$ cat src/rtl/id_ex_operand_stage_if.sv
// ID-to-EX instruction bus: decoded instruction fields from ID and the ready back-pressure.
interface id_ex_operand_stage_if #(
  parameter int unsigned XLEN       = 32,
  parameter int unsigned REG_ADDR_W = 5
);
  logic                  id_valid;
  logic                  id_ready;
  logic [XLEN-1:0]       id_pc;
  logic [REG_ADDR_W-1:0] id_rs1_addr;
  logic [REG_ADDR_W-1:0] id_rs2_addr;
  logic                  id_rs1_used;
  logic                  id_rs2_used;
  logic [XLEN-1:0]       id_rs1_data;
  logic [XLEN-1:0]       id_rs2_data;
  logic [XLEN-1:0]       id_imm;
  logic [3:0]            id_alu_ctrl;
  logic                  id_src1_pc;
  logic                  id_src2_imm;
  logic [REG_ADDR_W-1:0] id_rd_addr;
  logic                  id_reg_write;
  logic                  id_mem_read;
  logic                  id_mem_write;

  modport master (
    output id_valid, id_pc, id_rs1_addr, id_rs2_addr, id_rs1_used, id_rs2_used,
           id_rs1_data, id_rs2_data, id_imm, id_alu_ctrl, id_src1_pc, id_src2_imm,
           id_rd_addr, id_reg_write, id_mem_read, id_mem_write,
    input  id_ready
  );

  modport slave (
    input  id_valid, id_pc, id_rs1_addr, id_rs2_addr, id_rs1_used, id_rs2_used,
           id_rs1_data, id_rs2_data, id_imm, id_alu_ctrl, id_src1_pc, id_src2_imm,
           id_rd_addr, id_reg_write, id_mem_read, id_mem_write,
    output id_ready
  );
endinterface

$ cat src/rtl/id_ex_operand_stage.sv
// ID/EX pipeline register with load-use bubble insertion and MEM/WB operand forwarding
// feeding the execute-stage ALU.
module id_ex_operand_stage #(
  parameter int unsigned XLEN       = 32,
  parameter int unsigned REG_ADDR_W = 5
) (
  input  logic                  clk,
  input  logic                  rst_n,
  id_ex_operand_stage_if.slave  id,
  input  logic                  flush,
  input  logic                  ex_stall,
  input  logic [REG_ADDR_W-1:0] mem_rd_addr,
  input  logic                  mem_reg_write,
  input  logic                  mem_is_load,
  input  logic [XLEN-1:0]       mem_fwd_data,
  input  logic [REG_ADDR_W-1:0] wb_rd_addr,
  input  logic                  wb_reg_write,
  input  logic [XLEN-1:0]       wb_data,
  output logic                  ex_valid,
  output logic [XLEN-1:0]       ex_op1,
  output logic [XLEN-1:0]       ex_op2,
  output logic [3:0]            ex_alu_ctrl,
  output logic [XLEN-1:0]       ex_store_data,
  output logic [XLEN-1:0]       ex_pc,
  output logic [XLEN-1:0]       ex_imm,
  output logic [REG_ADDR_W-1:0] ex_rd_addr,
  output logic                  ex_reg_write,
  output logic                  ex_mem_read,
  output logic                  ex_mem_write,
  output logic                  load_use_stall
);

  typedef struct packed {
    logic [XLEN-1:0]       pc;
    logic [XLEN-1:0]       imm;
    logic [XLEN-1:0]       rs1_data;
    logic [XLEN-1:0]       rs2_data;
    logic [REG_ADDR_W-1:0] rs1_addr;
    logic [REG_ADDR_W-1:0] rs2_addr;
    logic [REG_ADDR_W-1:0] rd_addr;
    logic [3:0]            alu_ctrl;
    logic                  src1_pc;
    logic                  src2_imm;
  } payload_t;

  payload_t pl_q;
  payload_t pl_d;
  logic     valid_q;
  logic     reg_write_q;
  logic     mem_read_q;
  logic     mem_write_q;
  logic     hz;

  always_comb begin
    pl_d          = '0;
    pl_d.pc       = id.id_pc;
    pl_d.imm      = id.id_imm;
    pl_d.rs1_data = id.id_rs1_data;
    pl_d.rs2_data = id.id_rs2_data;
    pl_d.rs1_addr = id.id_rs1_addr;
    pl_d.rs2_addr = id.id_rs2_addr;
    pl_d.rd_addr  = id.id_rd_addr;
    pl_d.alu_ctrl = id.id_alu_ctrl;
    pl_d.src1_pc  = id.id_src1_pc;
    pl_d.src2_imm = id.id_src2_imm;
  end

  // Load in EX whose destination is read by the instruction waiting in ID.
  assign hz = valid_q & mem_read_q & (pl_q.rd_addr != '0) &
              ((id.id_rs1_used & (id.id_rs1_addr == pl_q.rd_addr)) |
               (id.id_rs2_used & (id.id_rs2_addr == pl_q.rd_addr)));

  assign load_use_stall = id.id_valid & hz & ~flush & ~ex_stall;
  assign id.id_ready    = ~ex_stall & ~hz & ~flush;

  always_ff @(posedge clk or negedge rst_n) begin
    if (!rst_n) begin
      pl_q        <= '0;
      valid_q     <= 1'b0;
      reg_write_q <= 1'b0;
      mem_read_q  <= 1'b0;
      mem_write_q <= 1'b0;
    end else if (flush) begin
      valid_q     <= 1'b0;
      reg_write_q <= 1'b0;
      mem_read_q  <= 1'b0;
      mem_write_q <= 1'b0;
    end else if (!ex_stall) begin
      if (hz) begin
        valid_q     <= 1'b0;
        reg_write_q <= 1'b0;
        mem_read_q  <= 1'b0;
        mem_write_q <= 1'b0;
      end else begin
        pl_q        <= pl_d;
        valid_q     <= id.id_valid;
        reg_write_q <= id.id_valid & id.id_reg_write;
        mem_read_q  <= id.id_valid & id.id_mem_read;
        mem_write_q <= id.id_valid & id.id_mem_write;
      end
    end
  end

  // MEM wins over WB; loads in MEM have no data yet, and x0 is never forwarded.
  logic            mem_hit1, mem_hit2, wb_hit1, wb_hit2;
  logic [XLEN-1:0] fwd_rs1, fwd_rs2;

  assign mem_hit1 = valid_q & mem_reg_write & ~mem_is_load & (mem_rd_addr != '0) &
                    (mem_rd_addr == pl_q.rs1_addr);
  assign mem_hit2 = valid_q & mem_reg_write & ~mem_is_load & (mem_rd_addr != '0) &
                    (mem_rd_addr == pl_q.rs2_addr);
  assign wb_hit1  = valid_q & wb_reg_write & (wb_rd_addr != '0) & (wb_rd_addr == pl_q.rs1_addr);
  assign wb_hit2  = valid_q & wb_reg_write & (wb_rd_addr != '0) & (wb_rd_addr == pl_q.rs2_addr);

  assign fwd_rs1 = mem_hit1 ? mem_fwd_data : (wb_hit1 ? wb_data : pl_q.rs1_data);
  assign fwd_rs2 = mem_hit2 ? mem_fwd_data : (wb_hit2 ? wb_data : pl_q.rs2_data);

  assign ex_op1        = pl_q.src1_pc  ? pl_q.pc  : fwd_rs1;
  assign ex_op2        = pl_q.src2_imm ? pl_q.imm : fwd_rs2;
  assign ex_store_data = fwd_rs2;
  assign ex_alu_ctrl   = pl_q.alu_ctrl;
  assign ex_pc         = pl_q.pc;
  assign ex_imm        = pl_q.imm;
  assign ex_rd_addr    = pl_q.rd_addr;
  assign ex_valid      = valid_q;
  assign ex_reg_write  = reg_write_q;
  assign ex_mem_read   = mem_read_q;
  assign ex_mem_write  = mem_write_q;

endmodule

$ cat src/flat_wrapper.sv
// flat-port wrapper written by rule: the top's interface ports become plain ports
module id_ex_operand_stage_flat 
#(
  parameter int unsigned XLEN       = 32,
  parameter int unsigned REG_ADDR_W = 5
)
  (clk, rst_n, flush, ex_stall, mem_rd_addr, mem_reg_write, mem_is_load, mem_fwd_data, wb_rd_addr, wb_reg_write, wb_data, ex_valid, ex_op1, ex_op2, ex_alu_ctrl, ex_store_data, ex_pc, ex_imm, ex_rd_addr, ex_reg_write, ex_mem_read, ex_mem_write, load_use_stall, id_id_valid, id_id_pc, id_id_rs1_addr, id_id_rs2_addr, id_id_rs1_used, id_id_rs2_used, id_id_rs1_data, id_id_rs2_data, id_id_imm, id_id_alu_ctrl, id_id_src1_pc, id_id_src2_imm, id_id_rd_addr, id_id_reg_write, id_id_mem_read, id_id_mem_write, id_id_ready);
  id_ex_operand_stage_if #(.XLEN(XLEN), .REG_ADDR_W(REG_ADDR_W)) id_i ();
  input  logic clk;
  input  logic rst_n;
  input  logic flush;
  input  logic ex_stall;
  input  logic [REG_ADDR_W-1:0] mem_rd_addr;
  input  logic mem_reg_write;
  input  logic mem_is_load;
  input  logic [XLEN-1:0] mem_fwd_data;
  input  logic [REG_ADDR_W-1:0] wb_rd_addr;
  input  logic wb_reg_write;
  input  logic [XLEN-1:0] wb_data;
  output logic ex_valid;
  output logic [XLEN-1:0] ex_op1;
  output logic [XLEN-1:0] ex_op2;
  output logic [3:0] ex_alu_ctrl;
  output logic [XLEN-1:0] ex_store_data;
  output logic [XLEN-1:0] ex_pc;
  output logic [XLEN-1:0] ex_imm;
  output logic [REG_ADDR_W-1:0] ex_rd_addr;
  output logic ex_reg_write;
  output logic ex_mem_read;
  output logic ex_mem_write;
  output logic load_use_stall;
  input wire logic [$bits(id_i.id_valid)-1:0] id_id_valid;
  input wire logic [$bits(id_i.id_pc)-1:0] id_id_pc;
  input wire logic [$bits(id_i.id_rs1_addr)-1:0] id_id_rs1_addr;
  input wire logic [$bits(id_i.id_rs2_addr)-1:0] id_id_rs2_addr;
  input wire logic [$bits(id_i.id_rs1_used)-1:0] id_id_rs1_used;
  input wire logic [$bits(id_i.id_rs2_used)-1:0] id_id_rs2_used;
  input wire logic [$bits(id_i.id_rs1_data)-1:0] id_id_rs1_data;
  input wire logic [$bits(id_i.id_rs2_data)-1:0] id_id_rs2_data;
  input wire logic [$bits(id_i.id_imm)-1:0] id_id_imm;
  input wire logic [$bits(id_i.id_alu_ctrl)-1:0] id_id_alu_ctrl;
  input wire logic [$bits(id_i.id_src1_pc)-1:0] id_id_src1_pc;
  input wire logic [$bits(id_i.id_src2_imm)-1:0] id_id_src2_imm;
  input wire logic [$bits(id_i.id_rd_addr)-1:0] id_id_rd_addr;
  input wire logic [$bits(id_i.id_reg_write)-1:0] id_id_reg_write;
  input wire logic [$bits(id_i.id_mem_read)-1:0] id_id_mem_read;
  input wire logic [$bits(id_i.id_mem_write)-1:0] id_id_mem_write;
  output wire logic [$bits(id_i.id_ready)-1:0] id_id_ready;
  assign id_i.id_valid = id_id_valid;
  assign id_i.id_pc = id_id_pc;
  assign id_i.id_rs1_addr = id_id_rs1_addr;
  assign id_i.id_rs2_addr = id_id_rs2_addr;
  assign id_i.id_rs1_used = id_id_rs1_used;
  assign id_i.id_rs2_used = id_id_rs2_used;
  assign id_i.id_rs1_data = id_id_rs1_data;
  assign id_i.id_rs2_data = id_id_rs2_data;
  assign id_i.id_imm = id_id_imm;
  assign id_i.id_alu_ctrl = id_id_alu_ctrl;
  assign id_i.id_src1_pc = id_id_src1_pc;
  assign id_i.id_src2_imm = id_id_src2_imm;
  assign id_i.id_rd_addr = id_id_rd_addr;
  assign id_i.id_reg_write = id_id_reg_write;
  assign id_i.id_mem_read = id_id_mem_read;
  assign id_i.id_mem_write = id_id_mem_write;
  assign id_id_ready = id_i.id_ready;
  id_ex_operand_stage #(.XLEN(XLEN), .REG_ADDR_W(REG_ADDR_W)) u_core (.clk(clk), .rst_n(rst_n), .id(id_i), .flush(flush), .ex_stall(ex_stall), .mem_rd_addr(mem_rd_addr), .mem_reg_write(mem_reg_write), .mem_is_load(mem_is_load), .mem_fwd_data(mem_fwd_data), .wb_rd_addr(wb_rd_addr), .wb_reg_write(wb_reg_write), .wb_data(wb_data), .ex_valid(ex_valid), .ex_op1(ex_op1), .ex_op2(ex_op2), .ex_alu_ctrl(ex_alu_ctrl), .ex_store_data(ex_store_data), .ex_pc(ex_pc), .ex_imm(ex_imm), .ex_rd_addr(ex_rd_addr), .ex_reg_write(ex_reg_write), .ex_mem_read(ex_mem_read), .ex_mem_write(ex_mem_write), .load_use_stall(load_use_stall));
endmodule
$ cat config.mk
export PLATFORM = sky130hd
export DESIGN_NAME = id_ex_operand_stage_flat
export DESIGN_NICKNAME = d
export VERILOG_FILES = /design/src/rtl/id_ex_operand_stage_if.sv /design/src/rtl/id_ex_operand_stage.sv /design/src/flat_wrapper.sv
export SDC_FILE = /design/constraint.sdc
export NUM_CORES = 1
export LEC_CHECK = 0
export ABC_AREA = 1
export BUFFER_PORTS_ARGS = -buffer_cell sky130_fd_sc_hd__buf_2
export CORE_ASPECT_RATIO = 0.7
export CORE_MARGIN = 10
export CORE_UTILIZATION = 49
export DETAILED_ROUTE_END_ITERATION = 8
export GPL_TIMING_DRIVEN = 0
export MAX_ROUTING_LAYER = met4
export PLACE_DENSITY = 0.82
export RECOVER_POWER = 25
export SETUP_SLACK_MARGIN = 0.15
export SLEW_MARGIN = 0
export SYNTH_ARGS = -nofsm -noshare
export SYNTH_HDL_FRONTEND = slang
export SYNTH_SLANG_ARGS = --single-unit
$ cat constraint.sdc
create_clock -name clk -period 1.9 [get_ports clk]
set_input_delay 0 -clock clk [delete_from_list [all_inputs] [get_ports clk]]
set_output_delay 0 -clock clk [all_outputs]
set_load 0.1 [all_outputs]
==> impl_results.md, run 1 <==
- Status: aborted with a tool error
- Fail Step: 5_1_grt
- Error msg: [ERROR DPL-0038] Utilization greater than 100%, impossible to legalize
- Worst EP kind: top-level output
- Synth area leaders: dfrtp_1 39%, nand2_1 21%, nand3_1 15%
- Most numerous cell in the Yosys netlist: nand2_1
- Initial core utilization: 49.6%
- Post-synth EDFFs: 0
- Unique masters post-synth: 25
- Ys async rst share: 100%
- DPL Wire Length: 34200 µm
- Port Buffers: 410
- Register area share after synthesis: 39.1%
- CTS Root Cell: clkbuf_16
- Io pins: 411
- Die height: roughly 140 µm
- Post-synth top flop: dfrtp_1
- #FFs+latches synth: 153
- Pin count of the biggest net entering global routing: 96
- Leading area contributor after synthesis: dfrtp_1
- Synth top area share: 39.1%
- Yosys Warn Count: 0
- Die Width: 189 µm
- Placer Congestion: 0.973
- Placed cells: 2075
- Syn_area_per_cell: 7.02 µm²
- Num rows: 43
- CTS H-tree lvls: 4
- Post-Syn Instances: 1394
- Mapped cell area: 0.00979 mm²
- GRT worst endpoint: ex_op2[18]
- Most frequent cells after synthesis: 547 x nand2_1, 288 x nand3_1, 153 x dfrtp_1
- CTS max path bufs: 2
- Total CTS buffers: 17
- CTS sink cnt: ~150
- Syn Nets: 1630
## kinds of logic after synthesis
| group | Yosys count | synth area share (%) |
|---|---|---|
| xor+xnor | 23 | 2.06 |
| buf+inv | 219 | 12.4 |
| simple gates | 960 | 43.6 |
| compound gates | 39 | 2.82 |
| flops | 153 | 39.1 |
## repair_timing
item	CTS
setup buffers	33
gates resized for setup	839
hold endpoints to repair	218
setup endpoints to repair	239
hold buffers	155
pin swaps	94
cloned	24
## through the flow
step	hold slack, ns	setup slack, ns	instance area [µm²]
floorplan	-0.296	0.152	10400
global placement	0.224	-2.08	12800
detailed placement	-0.0445	-0.713	12800
CTS	0.00446	-0.355	18800
==> run 2, diff against run 1 <==
Settings changed: CORE_ASPECT_RATIO 0.7 to not set, CORE_UTILIZATION 49 to 40, MAX_ROUTING_LAYER met4 to not set, PLACE_DENSITY 0.82 to not set, PLACE_DENSITY_LB_ADDON set to 0.15, SETUP_SLACK_MARGIN 0.15 to not set.
==> run 2 against run 1 <==
Effect of this change:
- synthesized area stayed put
- the flow now finishes, with violations (setup timing)
- synthesized cell count stayed put
==> impl_results.md, run 2 <==
- Initial antenna violation count: 8
- Leading area contributor after synthesis: dfrtp_1
- Fin nets: between 2000 and 2500
- Pin count of the biggest net entering global routing: 90
- Vias: 12400
- Failing checks: setup timing
- Critical Path End: ex_store_data[28]
- Yosys Warn Count: 0 (unchanged)
- Slew Limit Headroom: 9.56%
- Reg clk slew, reported paths: 0.07 ns
- Met3 wire length: 4470 µm
- CTS Root Cell: clkbuf_16
- Filler Cell Count: 1736
- Nature of the critical path startpoint: flop
- RSZ-0062 raised after global routing: true
- Ys async rst share: 100% (unchanged)
- R2R Path End: u_core.pl_q[58]$_DFFE_PN0P_
- Metal2 WL: 24800 µm
- Part of the cycle the worst path needs: 122%
- #FFs+latches synth: 153 (unchanged)
- Pre-antenna DRT Iters: 5
- Worst slew pin tran: 1.36 ns
- Syn_area_per_cell: 7.02 µm² (unchanged)
- Largest Register: u_core.pl_q
- CTS H-tree lvls: 4 (unchanged)
- Synth area leaders: dfrtp_1 39%, nand2_1 21%, nand3_1 15%
- GRT Overall Usage: 31.2%
- Total CTS buffers: 17 (unchanged)
- Worst skew pair latency: 0.43 ns
- PnR Total Power: 17.1 mW
- Tmin final: between 2 and 2.5 ns
- PnR worst setup slack: -0.412 ns
- Worst Path Required: 1.90 ns
- Worst Reg-to-Reg Cells: 11
- Dpl ws: -0.896 ns (-0.183 ns)
- Port Buffers: 410 (unchanged)
- Reg2reg setup slack: 0.06 ns
- Worst setup EP type: primary output
- Residual DRC: 0
- Io pins: 411 (unchanged)
- Max layer used: met5
- Lkg Pwr: 9.36 nW
- CTS max path bufs: 2 (unchanged)
- Die Width: 176 µm (-6.6%)
- Initial core utilization: 40.5% (-9.1 points)
- Post-Syn Instances: 1394 (unchanged)
- Origin of the critical flop-to-flop path: u_core.ex_rd_addr[4]$_DFFE_PN0P_
- CP Cell Sequence: nand2_4, nor2_4, o21ai_4, nor3_4, buf_6, buf_8, nand3b_1, and2_4, buf_12
- Worst Hold Class: in -> reg
- Syn Nets: 1630 (unchanged)
- First-pass GRT wire length: 74800 µm
- Post-synthesis adder-cell area fraction: 0% (unchanged)
- Final hold vios: 0
- Max-cap viol count: 0
- Maximum fanout along the worst path: 10
- Mapped cell area: 0.00979 mm² (unchanged)
- Simple-gate portion of the synthesized area: 43.6% (unchanged)
- Metal1 wirelength: 19500 µm
- Most numerous cell in the Yosys netlist: nand2_1
- Core area: 0.0242 mm²
- Placed cell areas: 0.0127 mm² (-0.77%)
- Initial DRC count: 1166
- CTS sink cnt: 153 (unchanged)
- Most frequent cells in the layout: 416 x nand2_1, 331 x buf_2, 225 x nand3_1
- Synth top area share: 39.1% (unchanged)
- Post-synth EDFFs: 0 (unchanged)
- Largest register FFs: 76
- Largest family of logic cells by synthesized area: simple AND/OR/NAND/NOR gates
- GRT overflow: 0
- Fin Clk Skew: between 0.009 and 0.01 ns
- Post-synth top flop: dfrtp_1
- Final setup fails: 98
- Unique masters post-synth: 25 (unchanged)
- Cell area power density: 944 mW/mm²
- Die height: 176 µm (+28%)
- Die area: 0.0311 mm²
- Fmax: 0.433 GHz
- Post-synthesis xor/xnor area fraction: 2.06% (unchanged)
- Proportion of layout cells with a drive suffix above 1: between 40% and 50%
- Register area share after synthesis: 39.1% (unchanged)
- Vias per cell: 5.24
- Crit Path Class: reg -> out
- Multiplexer share of the synthesized area: 0% (unchanged)
- Drt wl/cell: 21.6 µm
- Post-route ant nets: 0
- Routed WL: 51100 µm
- Design area: 0.0181 mm²
- Placer Congestion: 0.947 (-2.6%)
- Critical-path top delay cell: dfrtp_4
- Vias in the first global route: 12700
- Max IR drop VDD: 0.690 mV
- Critical Path Max Stage Delay: 0.45 ns
- Worst Setup SP: u_core.ex_valid$_DFFE_PN0P_
- CTS tree: done
- Most frequent cells after synthesis: 547 x nand2_1, 288 x nand3_1, 153 x dfrtp_1
- Most common cell after layout, fill and taps aside: nand2_1
- Compound-Gate Fraction of Synth Area: 2.82% (unchanged)
- Num rows: 57 (+33%)
- DPL Wire Length: 35400 µm (+3.3%)
- Slew Viols, Final: 0
- Crit path arrival time: 2.31 ns
- Layout area overhead: 85.0%
- Status: finished, violations left
run 2: cell counts after synthesis:
No cell type changed its count.
run 2: report_power, final:
| group | total [mW] | switching [mW] | internal [mW] |
|---|---|---|---|
| logic | 9.47 | 6.39 | 3.08 |
| registers | 4.03 | 0.368 | 3.66 |
| clock network | 3.59 | 1.52 | 2.08 |
| total | 17.1 | 8.28 | 8.81 |
run 2: cells by family after synthesis:
logic type | after synthesis
compound gates | 39
xor+xnor | 23
simple gates | 960
flops | 153
buf+inv | 219
run 2: final cells by class:
cell class / count / area, µm² / area share (%)
Multi-Input combinational cell: 1023 / 6180 / 34.1
Timing Repair Buffer: 612 / 5570 / 30.8
Sequential cell: 153 / 3840 / 21.2
Buffer: 170 / 1320 / 7.29
Clock buffer: 18 / 429 / 2.37
Tap cell: 324 / 405 / 2.24
Inverter: 47 / 183 / 1.01
Clock inverter: 14 / 173 / 0.953
Antenna cell: 6 / 15.0 / 0.0829
run 2: through the flow:
step / setup TNS (ns) / utilization (%) / cells / hold slack (ns)
after floorplan: 0 / - / 1394 / -0.296
final: -32.77 / 74.9 / 2367 / 0.249
after CTS: -28.75 / 72.5 / 2355 / 0.193
after detailed placement: -71.57 / 52.5 / 2129 / 0.0649
after global placement: -330.48 / 52.3 / 2128 / 0.229
after global routing: -43.90 / 74.9 / 2365 / 0.270
run 2: layer usage:
layer	track usage [%]	vias up
met4	13.9	4
met3	8.22	169
met1	36.5	5818
met2	52.8	687
li1	-	5725
met5	0	-
run 2: timing repair:
item                                    CTS  global route
buffers inserted                         30             6
hold endpoints to repair                241             0
pin swaps                                55            48
hold buffers                            156             0
gates resized for setup                 621           147
endpoints found under the setup margin  144           217
cloned                                    9             1
run 2: critical path: cells and delay by family (launching register included):
kind | cells | cell delay [ns]
AND/OR/NAND/NOR | 5 | 0.86
flip-flops | 1 | 0.45
buffers and inverters | 3 | 0.45
AO/OA/AOI/OAI | 1 | 0.11
run 2: worst min-delay path by stage:
stage                 from                           endpoint  slack, ns  cells past startpoint
2_1_floorplan        rst_n  u_core.ex_alu_ctrl[0]$_DFFE_PN0P_      -0.30                      0
3_3_place_gp   id_id_pc[5]        u_core.ex_pc[5]$_DFFE_PN0P_       0.23                      3
3_5_place_dp         rst_n    u_core.ex_mem_write$_DFFE_PN0P_       0.06                      1
4_1_cts              rst_n    u_core.ex_mem_write$_DFFE_PN0P_       0.19                      2
5_1_grt           ex_stall        u_core.pl_q[38]$_DFFE_PN0P_       0.27                      7
6_report          ex_stall      u_core.ex_imm[18]$_DFFE_PN0P_       0.25                      5
(Power assumes the default switching activity.)
==> run 3, diff against run 2 <==
==> constraint.sdc (replaced) <==
create_clock -name clk -period 1.9 [get_ports clk]
set_input_delay 0.38 -clock clk [delete_from_list [all_inputs] [get_ports clk]]
set_output_delay 0.38 -clock clk [all_outputs]
set_load 0.1 [all_outputs]
==> run 3 against run 2 <==
Effect of this change:
- the run still ends with setup timing left
- clock skew grew 0.0038 ns
- first-iteration DRC count shrank 21%
- design area grew 4.7%
- die area is the same
- sequential power grew 1%
- worst hold slack lost 0.085 ns
- largest power group unchanged
- final cell count shrank 5.1%
- via count shrank 3.2%
- routed wire length shrank 0.77%
- fmax shrank 14%
- sequential cell count is the same
- utilization grew 3.6 points
==> impl_results.md, run 3 (synthesis results as in run 2) <==
- Slew Limit Headroom: 20.8% (+11 points)
- Initial core utilization: 40.5% (unchanged)
- Total CTS buffers: 17 (unchanged)
- Crit Path Class: reg -> out
- CTS H-tree lvls: 4 (unchanged)
- Dpl ws: -1.23 ns (-0.337 ns)
- Top cell by count, worst path: nand3_2
- Failing checks: setup timing
- Drt wl/cell: 22.6 µm (+4.6%)
- Nature of the critical path startpoint: flop
- Net load switching power: 8.71 mW (+5.2%)
- Metal1 wirelength: 19100 µm (-1.6%)
- GRT overflow: 0 (unchanged)
- Sequential Power Share: 23.2% (-0.4 points)
- Non-filler cells, final: 2246 (-5.1%)
- Vias in the first global route: 11700 (-7.5%)
- Tmin final: 2.70 ns (+0.385 ns)
- Hold Worst Slack: 0.164 ns (-0.0851 ns)
- Max layer used: met5
- Lkg Pwr: 9.59 nW (+2.5%)
- Vias: 12000 (-3.2%)
- Layout area overhead: 93.8%
- Maximum fanout along the worst path: 10 (unchanged)
- Routed WL: 50700 µm (-0.77%)
- First-pass GRT wire length: 68800 µm (-8.0%)
- Largest Register: u_core.pl_q
- Worst setup EP type: primary output
- Largest register FFs: 76 (unchanged)
- Post-route ant nets: 0 (unchanged)
- Initial DRC count: 918 (-21%)
- Port Buffers: 410 (unchanged)
- Initial antenna violation count: 16 (+8)
- Pin count of the biggest net entering global routing: 114 (+27%)
- CTS Root Cell: clkbuf_16
- Fin nets: 2131 (-5.7%)
- Num rows: 57 (unchanged)
- Proportion of layout cells with a drive suffix above 1: 60.2% (+16 points)
- Final setup fails: 223 (+130%)
- Switching Fraction: 49.6% (+1.2 points)
- Placed cell areas: 0.0134 mm² (+5.4%)
- Reg clk slew, reported paths: 0.08 ns (about the same)
- Filler Cell Count: 1537 (-11%)
- Part of the cycle the worst path needs: 142% (+20 points)
- Io pins: 411 (unchanged)
- Internal Power: 8.84 mW (+0.27%)
- RSZ-0062 raised after global routing: true
- Core area: 0.0242 mm² (unchanged)
- Fmax: 0.371 GHz (-14%)
- CTS tree: done
- Most frequent cells in the layout: 370 x nand2_1, 321 x buf_2, 174 x nand3_2
- Critical-path top delay cell: dfrtp_1
- Placed cells: 2129 (unchanged)
- Worst skew pair latency: 0.43 ns (about the same)
- CTS max path bufs: 2 (unchanged)
- Status: finished, violations left
- Cell area power density: 925 mW/mm² (-2.0%)
- Design area: 0.0190 mm² (+4.7%)
- Metal2 WL: 25000 µm (+1.1%)
- Combinational share of power: 56.0% (+0.6 points)
- Placer Congestion: 0.904 (-4.5%)
- Crit path arrival time: 2.32 ns (about the same)
- CP Cell Sequence: xor2_1, nor2_4, buf_4, nand4_1, nand3_2, nand3_2, nand2_4, buf_12
- CTS sink cnt: 153 (unchanged)
- Most common cell after layout, fill and taps aside: nand2_1
- Slew Viols, Final: 0 (unchanged)
- Final hold vios: 0 (unchanged)
- Util after Layout: 78.5% (+3.6 points)
- PnR worst setup slack: -0.797 ns (-0.385 ns)
- GRT Overall Usage: 28.4% (-2.8 points)
- Fin Clk Skew: 0.0133 ns (+0.00377 ns)
- Max IR drop VDD: 0.604 mV (-12%)
- Max-cap viol count: 0 (unchanged)
- Met3 wire length: 4530 µm (+1.4%)
- Die area: 0.0311 mm² (unchanged)
- Critical Path Max Stage Delay: 0.43 ns (-0.02 ns)
- Die Width: 176 µm (unchanged)
- Pre-antenna DRT Iters: 5 (unchanged)
- Worst Hold Class: in -> reg
- Worst slew pin tran: 1.19 ns (-0.169 ns)
- Vias per cell: 5.34 (+2.0%)
- Die height: 176 µm (unchanged)
- Residual DRC: 0 (unchanged)
- Worst Path Required: 1.52 ns (-0.38 ns)
- DPL Wire Length: 35000 µm (-1.1%)
- Clk pwr share: 20.7% (-0.3 points)
==> run 3: changes by cell type in the layout (fill, tap and decap cells not counted), sizes merged <==
| cell | before | now |
|---|---|---|
| clkinv | 7 | 3 |
| bufinv | 3 | 2 |
| inv | 48 | 52 |
| clkbuf | 55 | 77 |
| buf | 589 | 593 |
| clkinvlp | 3 | 4 |
| dlygate4sd3 | 156 | 1 |
| diode | 6 | 14 |
==> run 3: path summary, 6_finish.rpt <==
kind | slack, ns | cells past startpoint | start | to
worst min register to register | 0.50 | 2 | u_core.pl_q[30]$_DFFE_PN0P_ | u_core.pl_q[30]$_DFFE_PN0P_
max in group asynchronous | -0.06 | 3 | rst_n | u_core.ex_mem_read$_DFFE_PN0P_
worst min-delay path | 0.16 | 3 | id_id_imm[0] | u_core.ex_imm[0]$_DFFE_PN0P_
min in group asynchronous | 0.72 | 2 | rst_n | u_core.ex_pc[4]$_DFFE_PN0P_
worst max-delay path | -0.80 | 8 | u_core.pl_q[14]$_DFFE_PN0P_ | ex_op2[25]
worst max register to register | -0.16 | 15 | u_core.ex_rd_addr[1]$_DFFE_PN0P_ | u_core.ex_imm[17]$_DFFE_PN0P_
==> run 3: layer usage <==
layer | GRT usage [%] | vias to the layer above
met5 | 0 | -
met4 | 10.8 | 4
met3 | 8.03 | 128
met2 | 48.5 | 631
met1 | 33.2 | 5767
li1 | - | 5472
==> run 3: critical path, delay by kind of cell, from the launching register on <==
family | cells | cell delay, ns
buffers and inverters | 2 | 0.41
and+or+nand+nor | 5 | 0.86
DFF | 1 | 0.43
xor gates and xnor gates | 1 | 0.19
==> run 3: timing repair <==
action,CTS,global route
hold buffers,1,0
resized for setup,600,417
setup endpoints to repair,156,229
pin swaps,41,202
gates cloned,4,22
setup buffers,23,26
endpoints found under the hold margin,40,0
==> run 3: metrics by stage <==
stage / total power [mW] / TNS (ns)
floorplan: 10.2 / -17.49
global placement: 11.6 / -453.23
detailed placement: 11.7 / -148.25
CTS: 16.9 / -66.99
global route: 18.1 / -114.97
finish: 17.5 / -77.51
==> run 3: power by group through the flow <==
stage | clock [mW] | combinational, mW | sequential, mW
6_report | 3.64 | 9.83 | 4.08
5_1_grt | 3.80 | 10.2 | 4.12
4_1_cts | 3.67 | 9.27 | 3.99
3_5_place_dp | 0 | 7.68 | 4.04
3_3_place_gp | 0 | 7.62 | 4.03
2_1_floorplan | 0 | 6.29 | 3.96
==> run 3: layout make-up <==
type                       count  area [µm²]  area share [%]
antenna                       14        35.0           0.185
buffer                       168        1360            7.16
clock buffer                  18         429            2.26
clock inverter                14         175           0.923
inverter                      47         184           0.969
multi-input combinational   1023        7890            41.6
sequential                   153        3840            20.3
tap                          324         405            2.14
timing repair buffer         485        4650            24.5
==> run 4, diff against run 3 <==
Settings changed: CELL_PAD_IN_SITES_DETAIL_PLACEMENT set to 0, CELL_PAD_IN_SITES_GLOBAL_PLACEMENT set to 1, CORE_UTILIZATION 40 to 30.
==> run 4 against run 3 <==
Effect of this change:
- the flow still finishes with violations (setup timing)
- register-to-register slack gained 0.17 ns
- critical endpoint is now ex_store_data[25]
- global-route usage shrank 5.0 points
- largest power group unchanged
- worst hold slack lost 0.014 ns
- via count shrank 6.8%
- clock power grew 8.0%
- largest cell class unchanged
- non-clock buffer count shrank 5
- setup slack gained 0.019 ns
- critical path depth grew 2
- combinational power shrank 1%
==> impl_results.md, run 4 (synthesis results as in run 2) <==
- GR Layer Usage met1: 28.7% (-4.5 points)
- CTS tree: done
- CP delay by family, top: buffers and inverters
- Slew Viols, Final: 0 (unchanged)
- Met3 GRT Util: 7.00% (-1.0 points)
- Largest Register: u_core.pl_q
- Vias: 11200 (-6.8%)
- Worst Hold Class: in -> reg
- Placer Congestion: 0.881 (-2.5%)
- Final setup fails: 173 (-22%)
- Crit path arrival time: 2.30 ns (-0.02 ns)
- PnR worst setup slack: -0.778 ns (+0.0191 ns)
- Core area: 0.0324 mm² (+34%)
- Pre-antenna DRT Iters: 5 (unchanged)
- Tmin final: 2.68 ns (-0.0191 ns)
- Cell area power density: 939 mW/mm² (+1.6%)
- Worst Reg-to-Reg Cells: 12 (-3)
- Max IR drop VDD: 0.684 mV (+13%)
- Critical-path top delay cell: dfrtp_4
- GRT overflow: 0 (unchanged)
- Part of the cycle the worst path needs: 141% (-1.0 points)
- Vias per cell: 4.76 (-11%)
- Initial antenna violation count: 14 (-2)
- Total CTS buffers: 17 (unchanged)
- Lkg Pwr: 9.50 nW (-0.96%)
- Most frequent cells in the layout: 398 x nand2_1, 313 x buf_2, 153 x nand3_2
- Hold depth: 3 (unchanged)
- Initial DRC count: 555 (-40%)
- Vias in the first global route: 11500 (-1.9%)
- TNS Setup: -78.04 ns (-0.530 ns)
- GRT met2 Usage: 39.5% (-9.1 points)
- Largest register FFs: 76 (unchanged)
- Most common cell after layout, fill and taps aside: nand2_1
- Nature of the critical path startpoint: flop
- First-pass GRT wire length: 72400 µm (+5.2%)
- Worst slew pin tran: 1.40 ns (+0.209 ns)
- Hold Worst Slack: 0.150 ns (-0.0136 ns)
- Status: finished, violations left
- Io pins: 411 (unchanged)
- Maximum fanout along the worst path: 5 (-5)
- Worst skew pair latency: 0.45 ns (+0.02 ns)
- CTS sink cnt: 153 (unchanged)
- Reg clk slew, reported paths: 0.07 ns (about the same)
- Pin count of the biggest net entering global routing: 107 (-6.1%)
- Max-cap viol count: 0 (unchanged)
- Critical Path Max Stage Delay: 0.52 ns (+0.09 ns)
- Die Width: 201 µm (+14%)
- Worst setup EP type: primary output
- Num rows: 66 (+16%)
- Util after Layout: 58.1% (-20 points)
- Crit Path Class: reg -> out
- Worst Hold Launch: id_id_imm[30]
- Instance count on the critical path: 10 (+2)
- Drt wl/cell: 21.4 µm (-5.1%)
- PnR Total Power: 17.7 mW (+0.77%)
- Routed WL: 50400 µm (-0.55%)
- Die area: 0.0403 mm² (+29%)
- Residual DRC: 0 (unchanged)
- CTS H-tree lvls: 4 (unchanged)
- Port Buffers: 410 (unchanged)
- CTS Root Cell: clkbuf_16
- Layout area overhead: 92.2%
- GRT Overall Usage: 23.4% (-5.0 points)
- Fin Clk Skew: 0.0122 ns (-0.00111 ns)
- CTS max path bufs: 2 (unchanged)
- Worst Path Required: 1.52 ns (about the same)
- GRT busiest layer: met2
- CP Cell Sequence: nand2_4, inv_2, nand2_4, clkinvlp_4, buf_6, clkbuf_8, nand4_1, nand3_2, and2_4, buf_12
- Fin nets: 2126 (-0.23%)
- DPL Wire Length: 38100 µm (+9.0%)
- Worst path bufs/invs: 5 (+3)
- Final hold vios: 0 (unchanged)
- RSZ-0062 raised after global routing: true
- Failing checks: setup timing
- Fmax: 0.373 GHz (+0.71%)
- Dpl ws: -1.31 ns (-0.0747 ns)
- Top cell by count, worst path: nand2_4
- Origin of the critical flop-to-flop path: u_core.ex_rd_addr[0]$_DFFE_PN0P_
- Die height: 201 µm (+14%)
- Post-route ant nets: 0 (unchanged)
- Initial core utilization: 30.2% (-10 points)
- Worst Setup SP: u_core.ex_valid$_DFFE_PN0P_
- Slew Limit Headroom: 6.91% (-14 points)
- Proportion of layout cells with a drive suffix above 1: 57.2% (-2.9 points)
-- run 4: worst paths after layout --
| kind | slack, ns | end |
|---|---|---|
| worst min-delay path | 0.15 | u_core.ex_imm[30]$_DFFE_PN0P_ |
| worst min register to register | 0.48 | u_core.ex_mem_write$_DFFE_PN0P_ |
| max in group asynchronous | -0.18 | u_core.ex_rd_addr[2]$_DFFE_PN0P_ |
| min in group asynchronous | 0.77 | u_core.ex_pc[6]$_DFFE_PN0P_ |
| worst max-delay path | -0.78 | ex_store_data[25] |
| worst max register to register | 0.01 | u_core.pl_q[66]$_DFFE_PN0P_ |
-- run 4: power breakdown --
part | switching [mW] | internal, mW | leakage [nW]
logic | 6.56 | 3.15 | 7.29
clock network | 1.51 | 2.42 | 0.323
registers | 0.372 | 3.66 | 1.89
-- run 4: layout make-up --
type                       count  area, µm²
antenna                        8       20.0
fill                        2940      13500
buffer                       172       1470
sequential                   153       3840
clock buffer                  20        457
tap                          442        553
clock inverter                12        213
timing repair buffer         476       4550
multi-input combinational   1023       7530
inverter                      47        184
-- run 4: stage by stage --
step                      instances  cell area (µm²)
after floorplan                1394            10900
after global placement         2246            13500
after detailed placement       2247            13500
after CTS                      2319            17000
after global routing           2350            18800
final                          2353            18800
-- run 4: worst register-to-register path: stages, from the launching register on --
cell       delay (ns)
dfrtp_1          0.44
inv_2            0.11
o22ai_2          0.08
nor2_2           0.13
nand3_1          0.10
nand2_1          0.08
nand2_2          0.09
buf_12           0.15
buf_12           0.14
clkbuf_16        0.18
clkbuf_16        0.16
nand3_2          0.05
nand2_1          0.06
-- run 4: metal layers --
layer	part of all wire [%]	vias up
met5	0.16	-
met4	1.9	12
met3	5.9	57
met2	49	310
met1	43	5359
li1	-	5451
-- run 4: repair_timing --
| item | 4_1_cts | 5_1_grt |
|---|---|---|
| resized for setup | 643 | 301 |
| cloned | 9 | 18 |
| pin swaps | 79 | 150 |
| hold endpoints to repair | 47 | 0 |
| buffers inserted | 30 | 9 |
| hold buffers | 1 | 0 |
| endpoints found under the setup margin | 206 | 245 |
